[config.mk]
export PLATFORM = sky130hd
export DESIGN_NAME = axi4s_fill_header_flat
export DESIGN_NICKNAME = d
export VERILOG_FILES = /design/src/rtl/axi4s_fill_header_if.sv /design/src/rtl/axi4s_fill_header.sv /design/src/flat_wrapper.sv
export SDC_FILE = /design/constraint.sdc
export NUM_CORES = 1
export LEC_CHECK = 0
export CAP_MARGIN = 20
export CORE_MARGIN = 2
export CORE_UTILIZATION = 41
export CTS_CLUSTER_SIZE = 8
export DETAILED_ROUTE_END_ITERATION = 8
export PLACE_DENSITY = 0.84
export RECOVER_POWER = 100
export SYNTH_ARGS = -nofsm -noshare
export SYNTH_HDL_FRONTEND = slang
export SYNTH_SLANG_ARGS = --single-unit
[constraint.sdc]
create_clock -name clk -period 2.76 [get_ports clk]
set_input_delay 0.552 -clock clk [delete_from_list [all_inputs] [get_ports clk]]
set_output_delay 0.552 -clock clk [all_outputs]
set_load 0.03 [all_outputs]
[src/rtl/axi4s_fill_header_if.sv]
// AXI4-Stream bundle shared by the packet-processing blocks.
// tuser carries {error, trailing bytes}; a trailing-byte count of 0 means a full word.
interface AxiStreamIf #(
    parameter int DATA_WIDTH = 32,
    parameter int USER_WIDTH = 4
) ();
    logic [DATA_WIDTH-1:0] tdata;
    logic [USER_WIDTH-1:0] tuser;
    logic                  tlast;
    logic                  tvalid;
    logic                  tready;

    modport master (output tdata, tuser, tlast, tvalid, input tready);
    modport slave  (input tdata, tuser, tlast, tvalid, output tready);
endinterface

[src/rtl/axi4s_fill_header.sv]
// Overwrites the leading bytes of each AXI4-Stream packet with a header taken
// from a side channel (one header per packet); all other bytes pass through.
module axi4s_fill_header #(
    parameter int HDR_START = 0,
    parameter int HDR_BYTES = 6
) (
    input  logic                   clk,
    input  logic                   rst,
    AxiStreamIf.slave              i,
    AxiStreamIf.master             o,
    input  logic [HDR_BYTES*8-1:0] hdr_tdata,
    input  logic                   hdr_tvalid,
    output logic                   hdr_tready
);
    localparam int DATA_WIDTH    = $bits(i.tdata);
    localparam int USER_WIDTH    = $bits(i.tuser);
    localparam int BPW           = DATA_WIDTH / 8;
    localparam int UWIDTH        = $clog2(BPW + 1);
    localparam int HDR_END       = HDR_START + HDR_BYTES;
    localparam int LAST_HDR_WORD = (HDR_END - 1) / BPW;
    localparam int WCNT_W        = $clog2(LAST_HDR_WORD + 2);
    localparam int LAST_BYTES    = HDR_END - LAST_HDR_WORD * BPW;

    localparam logic [1:0] ST_WAIT_HDR = 2'd0;
    localparam logic [1:0] ST_HDR      = 2'd1;
    localparam logic [1:0] ST_PASS     = 2'd2;

    localparam logic [WCNT_W-1:0] WCNT_LAST = WCNT_W'(LAST_HDR_WORD);
    localparam logic [WCNT_W-1:0] WCNT_SAT  = WCNT_W'(LAST_HDR_WORD + 1);

    if (HDR_START != 0) begin : g_bad_start
        $fatal(1, "axi4s_fill_header: HDR_START must be 0");
    end
    if (HDR_BYTES < 1 || HDR_BYTES > 64) begin : g_bad_bytes
        $fatal(1, "axi4s_fill_header: HDR_BYTES must be 1..64");
    end
    if ($bits(o.tdata) != DATA_WIDTH || $bits(o.tuser) != USER_WIDTH) begin : g_bad_match
        $fatal(1, "axi4s_fill_header: input and output stream widths differ");
    end
    if (USER_WIDTH != UWIDTH + 1) begin : g_bad_user
        $fatal(1, "axi4s_fill_header: tuser must be {error, trailing bytes}");
    end

    logic [1:0]            state_reg, state_next;
    logic [WCNT_W-1:0]     wcnt_reg, wcnt_next;
    logic                  tvalid_reg, tlast_reg;
    logic [DATA_WIDTH-1:0] tdata_reg, data_next;
    logic [USER_WIDTH-1:0] tuser_reg, user_next;
    logic                  i_tready, accept, at_last_hdr_word, short_pkt;
    logic [UWIDTH-1:0]     in_bytes, valid_bytes;

    assign i_tready   = (!tvalid_reg || o.tready) && (state_reg != ST_WAIT_HDR || hdr_tvalid);
    assign i.tready   = i_tready;
    assign accept     = i.tvalid && i_tready;
    assign at_last_hdr_word = (wcnt_reg == WCNT_LAST);
    assign hdr_tready = accept && hdr_tvalid && (state_reg != ST_PASS)
                        && (i.tlast || at_last_hdr_word);

    // A packet is short when it ends before the last header byte position.
    assign in_bytes    = i.tuser[UWIDTH-1:0];
    assign valid_bytes = (in_bytes == '0) ? UWIDTH'(BPW) : in_bytes;
    assign short_pkt   = i.tlast && ((wcnt_reg < WCNT_LAST) ||
                         (at_last_hdr_word && valid_bytes < UWIDTH'(LAST_BYTES)));
    assign user_next   = {i.tuser[USER_WIDTH-1] | short_pkt, in_bytes};

    // Per output byte: pick the header byte that maps onto it for the current word index.
    for (genvar gi = 0; gi < BPW; gi++) begin : g_byte
        logic [LAST_HDR_WORD:0]      hit;
        logic [LAST_HDR_WORD:0][7:0] val;
        logic [7:0]                  byte_out;
        for (genvar gw = 0; gw <= LAST_HDR_WORD; gw++) begin : g_word
            localparam int P = gw * BPW + gi;
            if (P >= HDR_START && P < HDR_END) begin : g_hdr
                assign hit[gw] = (wcnt_reg == WCNT_W'(gw));
                assign val[gw] = hdr_tdata[8*(P-HDR_START) +: 8];
            end else begin : g_data
                assign hit[gw] = 1'b0;
                assign val[gw] = 8'h00;
            end
        end
        always_comb begin
            byte_out = i.tdata[8*gi +: 8];
            for (int w = 0; w <= LAST_HDR_WORD; w++) begin
                if (hit[w]) byte_out = val[w];
            end
        end
        assign data_next[8*gi +: 8] = byte_out;
    end

    always_comb begin
        state_next = state_reg;
        wcnt_next  = wcnt_reg;
        if (accept) begin
            if (i.tlast)
                wcnt_next = '0;
            else if (wcnt_reg != WCNT_SAT)
                wcnt_next = wcnt_reg + 1'b1;
            case (state_reg)
                ST_WAIT_HDR, ST_HDR: begin
                    if (i.tlast)
                        state_next = ST_WAIT_HDR;
                    else if (at_last_hdr_word)
                        state_next = ST_PASS;
                    else
                        state_next = ST_HDR;
                end
                default: begin
                    if (i.tlast) state_next = ST_WAIT_HDR;
                end
            endcase
        end
    end

    always_ff @(posedge clk or posedge rst) begin
        if (rst) begin
            state_reg  <= ST_WAIT_HDR;
            wcnt_reg   <= '0;
            tvalid_reg <= 1'b0;
            tlast_reg  <= 1'b0;
            tdata_reg  <= '0;
            tuser_reg  <= '0;
        end else begin
            state_reg <= state_next;
            wcnt_reg  <= wcnt_next;
            if (accept) begin
                tvalid_reg <= 1'b1;
                tdata_reg  <= data_next;
                tuser_reg  <= user_next;
                tlast_reg  <= i.tlast;
            end else if (o.tready) begin
                tvalid_reg <= 1'b0;
            end
        end
    end

    assign o.tvalid = tvalid_reg;
    assign o.tdata  = tdata_reg;
    assign o.tuser  = tuser_reg;
    assign o.tlast  = tlast_reg;
endmodule
[src/flat_wrapper.sv]
// flat-port wrapper written by rule: the top's interface ports become plain ports
module axi4s_fill_header_flat 
#(
    parameter int HDR_START = 0,
    parameter int HDR_BYTES = 6
)
  (clk, rst, hdr_tdata, hdr_tvalid, hdr_tready, i_tdata, i_tuser, i_tlast, i_tvalid, i_tready, o_tdata, o_tuser, o_tlast, o_tvalid, o_tready);
  AxiStreamIf i_i ();
  AxiStreamIf o_i ();
  input  logic clk;
  input  logic rst;
  input  logic [HDR_BYTES*8-1:0] hdr_tdata;
  input  logic hdr_tvalid;
  output logic hdr_tready;
  input wire logic [$bits(i_i.tdata)-1:0] i_tdata;
  input wire logic [$bits(i_i.tuser)-1:0] i_tuser;
  input wire logic [$bits(i_i.tlast)-1:0] i_tlast;
  input wire logic [$bits(i_i.tvalid)-1:0] i_tvalid;
  output wire logic [$bits(i_i.tready)-1:0] i_tready;
  output wire logic [$bits(o_i.tdata)-1:0] o_tdata;
  output wire logic [$bits(o_i.tuser)-1:0] o_tuser;
  output wire logic [$bits(o_i.tlast)-1:0] o_tlast;
  output wire logic [$bits(o_i.tvalid)-1:0] o_tvalid;
  input wire logic [$bits(o_i.tready)-1:0] o_tready;
  assign i_i.tdata = i_tdata;
  assign i_i.tuser = i_tuser;
  assign i_i.tlast = i_tlast;
  assign i_i.tvalid = i_tvalid;
  assign i_tready = i_i.tready;
  assign o_tdata = o_i.tdata;
  assign o_tuser = o_i.tuser;
  assign o_tlast = o_i.tlast;
  assign o_tvalid = o_i.tvalid;
  assign o_i.tready = o_tready;
  axi4s_fill_header #(.HDR_START(HDR_START), .HDR_BYTES(HDR_BYTES)) u_core (.clk(clk), .rst(rst), .i(i_i), .o(o_i), .hdr_tdata(hdr_tdata), .hdr_tvalid(hdr_tvalid), .hdr_tready(hdr_tready));
endmodule
Word level (Yosys, flattened, before mapping)
Index checks and enable logic that the tools add are counted.
- bitwise gates (word level): 1
- reductions and logical operators: 22
- $lt $le $gt $ge: 2
- equality and inequality tests: 4
- multiplexer cells: 15
- $add $sub $neg: 1
- operators by type and width (cell ; count):
    8-bit 2-to-1 mux ; 6
    2-bit 2-to-1 mux ; 6
    2-bit nonzero test ; 4
    1-bit logical AND ; 7
    2-bit by 1-bit == test with 1-bit output (second input constant) ; 2
    2-bit zero test ; 2
    1-bit logical OR ; 4
    2-bit != test (second input constant) ; 2
    2-bit AND reduction ; 2
    3-bit zero test ; 1
    3-bit by 2-bit less-than comparator with 1-bit output (second input constant) ; 1
    3-bit 2-to-1 mux ; 1
    2-bit by 1-bit adder with 2-bit output (second input constant) ; 1
    2-bit by 1-bit less-than comparator with 1-bit output (second input constant) ; 1
    1-bit 2-to-1 mux ; 2
    2-bit OR reduction ; 1
    1-bit zero test ; 1
    1-bit OR ; 1
- logic and storage cells: 51
- bits in registers: 42
- input bits: 90
- output and inout port bits: 40

Longest topological paths before layout
Gate-level depths: netlist (run 1).
- word-level depth: 7
- depth in mapped cells: 7
- mapped depth without buffers: 5

Least setup slack after synthesis (run 1)
OpenSTA, ideal clock, no wires.
- kind: register -> output
- start: register u_core.wcnt_reg[1]
- end: output port hdr_tready
- required time: 2.208 ns
- buffers on the path: 2
- stages on the path, launching flop included: 7
- data arrival time: 1.671 ns
- path slack: 0.537 ns
- path through: dfrtp_1 inv_1 ha_1 clkbuf_1 clkbuf_1 o221ai_1 nor2_1
- cells in the longest elaborated chain, start to end: 3
- RTL lines (what ; RTL line ; RTL):
    start, declared ; axi4s_fill_header.sv:45 ; logic [WCNT_W-1:0] wcnt_reg, wcnt_next;
    start signal, assigned ; axi4s_fill_header.sv:124 ; wcnt_reg <= wcnt_next;
    2-bit by 1-bit == test with 1-bit output ; axi4s_fill_header.sv:55 ; assign at_last_hdr_word = (wcnt_reg == WCNT_LAST);
    1-bit logical OR ; axi4s_fill_header.sv:57 ; && (i.tlast || at_last_hdr_word);
    1-bit logical AND ; axi4s_fill_header.sv:57 ;
    end, declared ; flat_wrapper.sv:14 ; output logic hdr_tready;
Every way passes these cells.

Worst setup path after layout (run 1)
- start: input port o_tready
- end: output port i_tready
- cells in the longest elaborated chain, start to end: 2
- RTL lines (what ; RTL line ; RTL):
    start, declared ; flat_wrapper.sv:24 ; input wire logic [$bits(o_i.tready)-1:0] o_tready;
    1-bit logical OR ; axi4s_fill_header.sv:52 ; assign i_tready = (!tvalid_reg || o.tready) && (state_reg != ST_WAIT_HDR || hdr_tvalid);
    1-bit logical AND ; axi4s_fill_header.sv:52 ;
    end, declared ; flat_wrapper.sv:19 ; output wire logic [$bits(i_i.tready)-1:0] i_tready;
Every way passes these cells.

==> impl_metrics.py, run 1 <==
metrics = {
    "sta": {
        "rsz0062_at_grt": "false",
        "setup-tns-final_ns": 0,
        "max-slew-margin-rel_pct": 23.5,
        "finalHoldViolCount": 0,
        "slew_viol_final": 0,
        "fmax_mhz": 377,
        "worst-slew-pin-transition_ns": 1.15,
        "period_share_pct": 96.2,
        "clock_skew_ns": 0.00401,
        "post-route-min-period_ns": 2.66,
        "setup_viol": 0,
    },
    "cells_and_area": {
        "insertedDiodeCount": 0,
        "drive_above_1_share_pct": 11.1,
        "regArea_sq_um": 1050,
        "fin_cells": 415,
        "final_nets": 435,
        "largest_reg_flops": 32,
        "final_area_sq_um": 3700,
        "multi_input_area_sq_um": 1080,
        "num-fill-cells": 432,
        "synthToLayoutAreaGrowth_pct": 63.1,
        "utilization_pct": 68.1,
    },
    "yosys": {
        "yosysWarnings": 0,
        "ys_types": 32,
        "synth_simple_gate_area_share_pct": 7.66,
        "syn-num-nets": 303,
        "ys_seq_elements": 42,
        "synth_area_sq_um": 2270,
        "avgSynthCellArea_sq_um": 10.8,
        "synth_xor_area_share_pct": 0,
        "synth_top_family_by_area": "multiplexers",
        "synth_compound_area_share_pct": 14.9,
        "muxShareOfSynthArea_pct": 24.0,
        "syn_inst": 210,
        "synth_fa_ha_area_share_pct": 1.65,
        "ys_seq_area_share_pct": 46.3,
    },
    "critical_path": {
        "criticalPathCategory": "input port to primary output",
        "cp.arrival_ns": 2.10,
        "cp.required_ns": 2.21,
        "critPathCaptureType": "primary output",
        "crit_path_start_kind": "input port",
        "crit_path_max_fanout": 2,
    },
    "clocking": {
        "cts_resized": 0,
        "clockBufferDepth": 2,
        "path_clk_slew_ns": 0.07,
        "clockRootBuffer": "clkbuf_8",
        "cts_buffers": 5,
        "postCtsHoldBufs": 0,
        "postCtsSetupBuffers": 0,
        "h-tree-depth": 2,
        "clock_latency_ns": 0.29,
        "numClockSinks": 42,
        "cts_tree": "done",
    },
    "die": {
        "ios": 130,
        "start_util_pct": 41.8,
        "core_area_sq_um": 5440,
        "die_w_microns": 78.4,
        "die-area_sq_um": 6150,
        "die_h_microns": 78.4,
        "fp-row-count": 27,
    },
    "route": {
        "routed_wl_mm": 6.50,
        "routed_via_density": 5.23,
        "antenna_left": 0,
        "first_iter_violations": 87,
        "drc_errors": 0,
        "drt_first_pass_iters": 4,
        "wl_per_cell_microns": 15.7,
        "route.vias.total": 2169,
    },
    "global_routing": {
        "grt_pass1_wl_mm": 10.2,
        "overflow": 0,
        "antenna_found_initial": 0,
        "grt_util_all_layers_pct": 21.1,
        "first_global_vias": 2144,
        "grt_max_degree": 24,
    },
    "power_and_ir_drop": {
        "finalPower_uw": 3900,
        "p_leak_uw": 0.00157,
        "peakVddDrop_uv": 674,
        "p_per_area_nw_per_um2": 1050,
    },
    "placed_design": {
        "placed_area_sq_um": 3650,
        "dp_cells": 407,
        "post-dp-hpwl_mm": 5.04,
        "routabilityCongestion": 0.788,
        "placement.io_buffers": 129,
    },
    "job": {
        "drv_cap": 0,
    },
    "outcome": {
        "outcome": "finished, final reports clean",
    },
    "min_path": {
        "hold_class": "flip-flop to flip-flop",
    },
}
worst max-delay path, cell delays in order:
cell and delay, ns:
dlygate4sd3_1 0.53, and2b_1 0.19, nor2_1 0.13, clkdlybuf4s50_1 0.70
final cells by class:
cell class	instances	area share, %
clock buffer	7	2.33
clock inverter	1	0.135
inverter	6	0.608
multi-input combinational	145	29.3
sequential	42	28.4
tap	72	2.43
timing repair buffer	142	36.9
stage by stage:
step / hold slack [ns] / setup slack [ns]
after floorplan: 0.478 / 0.537
after global placement: 0.470 / 0.174
after detailed placement: 0.489 / 0.193
after CTS: 0.507 / 0.179
after global routing: 0.512 / 0.0910
final: 0.494 / 0.104
power by group:
| part | switching, uW | total, uW | internal [uW] |
|---|---|---|---|
| Sequential | 172 | 1090 | 918 |
| Clock | 195 | 396 | 202 |
| Combinational | 1360 | 2420 | 1060 |
| Total | 1730 | 3900 | 2180 |
metal layers:
metal  vias up  wire length [microns]  track usage [%]
met5         -                      0                0
met4         0                    118             8.07
met3        10                    301             5.75
met2        72                   3490             37.2
met1      1057                   2590             24.5
li1       1030                      -                -
layout by cell type (no fill, tap or decap):
cell type,instances
o31ai_1,2
a2bb2oi_1,1
nor4_1,2
nor2b_1,2
inv_1,4
a31oi_1,16
clkinv_2,1
and2b_1,1
a21oi_1,17
mux2_1,1
or3_1,1
ha_1,3
o21ai_0,17
clkbuf_1,6
nand2_1,17
nand2b_1,1
dfrtp_1,42
clkinv_1,1
clkbuf_8,6
buf_4,8
or2_2,1
o32ai_1,1
mux2_2,19
mux2i_1,32
nor4bb_1,1
nor3_1,1
o221ai_1,1
a41oi_1,1
o41ai_1,2
nor3_4,1
nand3_1,1
clkbuf_2,1
dlygate4sd3_1,40
nor2_1,3
clkdlybuf4s50_1,88
inv_2,1
cells by family after synthesis:
logic type,count (synthesis)
compound gates,58
mux,52
flops,42
simple gates,32
buf+inv,23
fa+ha+maj,3
synth_stat cells, drive strengths merged:
cell type	n	area [sq um]
a2bb2oi	1	8.76
a21oi	17	85.1
nand3	1	5.00
nor2	3	11.3
nor4bb	1	10.0
nor2b	2	12.5
inv	6	22.5
or2	1	6.26
nor3	2	32.5
o31ai	2	15.0
nand2b	1	6.26
or3	1	6.26
nand2	17	63.8
o32ai	1	8.76
o221ai	1	8.76
a41oi	1	8.76
dfrtp	42	1050
a31oi	16	100
mux2i	32	320
clkbuf	8	30.0
nor4	2	12.5
o41ai	2	17.5
ha	3	37.5
mux2	20	225
buf	9	72.6
o21ai	17	85.1
and2b	1	7.51
final timing paths:
kind / slack, ns / startpoint / to / cells after the start
setup / recovery: 0.10 / o_tready / i_tready / 4
hold / removal: 0.49 / u_core.o.tuser[0]$_DFFE_PP0P_ / u_core.o.tuser[0]$_DFFE_PP0P_ / 1
setup reg to reg: 0.43 / u_core.wcnt_reg[1]$_DFFE_PP0P_ / u_core.o.tdata[16]$_DFFE_PP0P_ / 5
hold reg to reg: 0.49 / u_core.o.tuser[0]$_DFFE_PP0P_ / u_core.o.tuser[0]$_DFFE_PP0P_ / 1
max in group asynchronous: 1.04 / rst / u_core.o.tdata[22]$_DFFE_PP0P_ / 3
min in group asynchronous: 0.68 / rst / u_core.o.tdata[18]$_DFFE_PP0P_ / 2
Note: power is estimated with default switching activity, not from simulation.
==> run 2: changes to the inputs <==
--- a/config.mk
+++ b/config.mk
@@ -7,10 +7,10 @@
 export LEC_CHECK = 0
 export CAP_MARGIN = 20
 export CORE_MARGIN = 2
-export CORE_UTILIZATION = 41
+export CORE_UTILIZATION = 34
 export CTS_CLUSTER_SIZE = 8
 export DETAILED_ROUTE_END_ITERATION = 8
-export PLACE_DENSITY = 0.84
+export PLACE_DENSITY = 0.71
 export RECOVER_POWER = 100
 export SYNTH_ARGS = -nofsm -noshare
 export SYNTH_HDL_FRONTEND = slang
==> run 2 against run 1 <==
The flow now finishes with violations (DRC). Routed wire length is 0.31% lower. Sequential cell count did not move. Global-route usage fell by 2.8 points. Worst hold slack got worse by 0.0092 ns. Clock-buffer cell count stayed put. Setup slack gained 0.032 ns. Sequential power about the same. Via count is 3.3% lower.
==> impl_metrics.py, run 2 (synthesis gave the netlist of run 1 again) <==
metrics = {
    "die": {
        "start_util_pct": 35.4,
        "die-area_sq_um": 7350,
        "die_w_microns": 85.7,
        "ios": 130,
        "fp-row-count": 29,
        "core_area_sq_um": 6420,
        "die_h_microns": 85.7,
    },
    "outcome": {
        "failed_checks": "DRC",
        "outcome": "finished, violations left",
    },
    "clocking": {
        "cts_resized": 0,
        "clockRootBuffer": "clkbuf_8",
        "numClockSinks": 42,
        "postCtsHoldBufs": 0,
        "h-tree-depth": 2,
        "clockBufferDepth": 2,
        "path_clk_slew_ns": 0.07,
        "cts_tree": "done",
        "clock_latency_ns": 0.28,
        "cts_buffers": 5,
        "postCtsSetupBuffers": 0,
    },
    "route": {
        "drt_first_pass_iters": 6,
        "wl_met1_mm": 2.73,
        "routed_via_density": 5.02,
        "wl_met3_microns": 234,
        "wl_met2_mm": 3.38,
        "first_iter_violations": 82,
        "routed_wl_mm": 6.48,
        "antenna_left": 0,
        "wl_per_cell_microns": 15.5,
        "route.vias.total": 2097,
        "top_layer_used": "met4",
        "drc_errors": 6,
    },
    "sta": {
        "worst-slew-pin-transition_ns": 0.889,
        "setup_viol": 0,
        "fmax_mhz": 381,
        "setup-tns-final_ns": 0,
        "whs_ns": 0.485,
        "slew_viol_final": 0,
        "rsz0062_at_grt": "false",
        "setup_slack_ns": 0.136,
        "max-slew-margin-rel_pct": 40.7,
        "clock_skew_ns": 0.00606,
        "finalHoldViolCount": 0,
        "period_share_pct": 95.1,
        "post-route-min-period_ns": 2.62,
    },
    "critical_path": {
        "r2r_start": "u_core.o.tvalid$_DFFE_PP0P_",
        "startpoint": "hdr_tvalid",
        "crit_path_max_fanout": 5,
        "critPathCaptureType": "primary output",
        "cp.arrival_ns": 2.07,
        "cp.required_ns": 2.21,
        "crit_path_start_kind": "input port",
        "criticalPathCategory": "input port to primary output",
    },
    "power_and_ir_drop": {
        "p_per_area_nw_per_um2": 1040,
        "peakVddDrop_uv": 495,
        "p_leak_uw": 0.00154,
        "finalPower_uw": 3820,
    },
    "placed_design": {
        "routabilityCongestion": 0.774,
        "placement.io_buffers": 129,
        "post-dp-hpwl_mm": 5.17,
        "pre_cts_ws_ns": 0.170,
    },
    "job": {
        "drv_cap": 0,
    },
    "global_routing": {
        "antenna_found_initial": 0,
        "grt_max_degree": 37,
        "grt_util_all_layers_pct": 18.3,
        "first_global_vias": 2150,
        "overflow": 0,
        "grt_pass1_wl_mm": 10.7,
    },
    "cells_and_area": {
        "synthToLayoutAreaGrowth_pct": 62.0,
        "utilization_pct": 57.3,
        "final_common_cell": "clkdlybuf4s50_1",
        "final_nets": 434,
        "drive_above_1_share_pct": 9.97,
        "final_cell_mix": "clkdlybuf4s50_1 (88), dfrtp_1 (42), dlygate4sd3_1 (40), mux2i_1 (32), mux2_2 (19)",
        "insertedDiodeCount": 0,
        "largest_reg_flops": 32,
    },
    "min_path": {
        "hold_class": "flip-flop to flip-flop",
        "min_from": "u_core.o.tuser[0]$_DFFE_PP0P_",
    },
}
-- run 2: changes by cell type in the layout (fill, tap and decap cells not counted) --
cell / delta
clkbuf_2: +1
buf_4: -4
clkinv_2: -1
clkbuf_8: -1
ha_1: -1
ha_2: +1
clkbuf_1: +3
-- run 2: layout make-up --
type / instances / area (sq um)
Clock buffer: 7 / 76.3
Fill cell: 588 / 2740
Inverter: 6 / 22.5
Multi-Input combinational cell: 145 / 1090
Sequential cell: 42 / 1050
Tap cell: 77 / 96.3
Timing Repair Buffer: 141 / 1350
-- run 2: where the power goes --
group | switching (uW) | leakage (uW) | internal (uW) | total [uW]
Clock | 190 | 0.0000383 | 174 | 364
Combinational | 1350 | 0.00102 | 1030 | 2380
Sequential | 159 | 0.000487 | 918 | 1080
-- run 2: per-stage QoR --
stage	std cells	area [sq um]
CTS	418	3720
floorplan	210	2270
global placement	411	3650
global route	418	3680
detailed placement	411	3650
finish	418	3680
-- run 2: critical path, cell delays in order --
cell and delay (ns):
clkdlybuf4s50_1 0.56, nor3_4 0.07, nor2_1 0.12, dlygate4sd3_1 0.77
-- run 2: final timing paths --
path                       slack, ns                              to  cells past startpoint
max                             0.14                        i_tready                      4
min                             0.49   u_core.o.tuser[0]$_DFFE_PP0P_                      1
max reg2reg                     0.64   u_core.o.tdata[2]$_DFFE_PP0P_                      5
min reg2reg                     0.49   u_core.o.tuser[0]$_DFFE_PP0P_                      1
min in group asynchronous       0.74   u_core.o.tdata[0]$_DFFE_PP0P_                      2
max in group asynchronous       1.02  u_core.o.tdata[16]$_DFFE_PP0P_                      3
-- run 2: per-layer routing --
metal,up-vias,global-route usage [%]
met2,46,31.4
met3,10,4.14
li1,1032,-
met1,1009,22.9
met4,0,5.92
met5,-,0
==> run 3: changes to the inputs <==
--- a/config.mk
+++ b/config.mk
@@ -5,6 +5,7 @@
 export SDC_FILE = /design/constraint.sdc
 export NUM_CORES = 1
 export LEC_CHECK = 0
+export ABC_CLOCK_PERIOD_IN_PS = 2760
 export CAP_MARGIN = 20
 export CORE_MARGIN = 2
 export CORE_UTILIZATION = 34
==> results of run 3 <==
No change in the layout: final DEF, timing and power equal those of run 2.
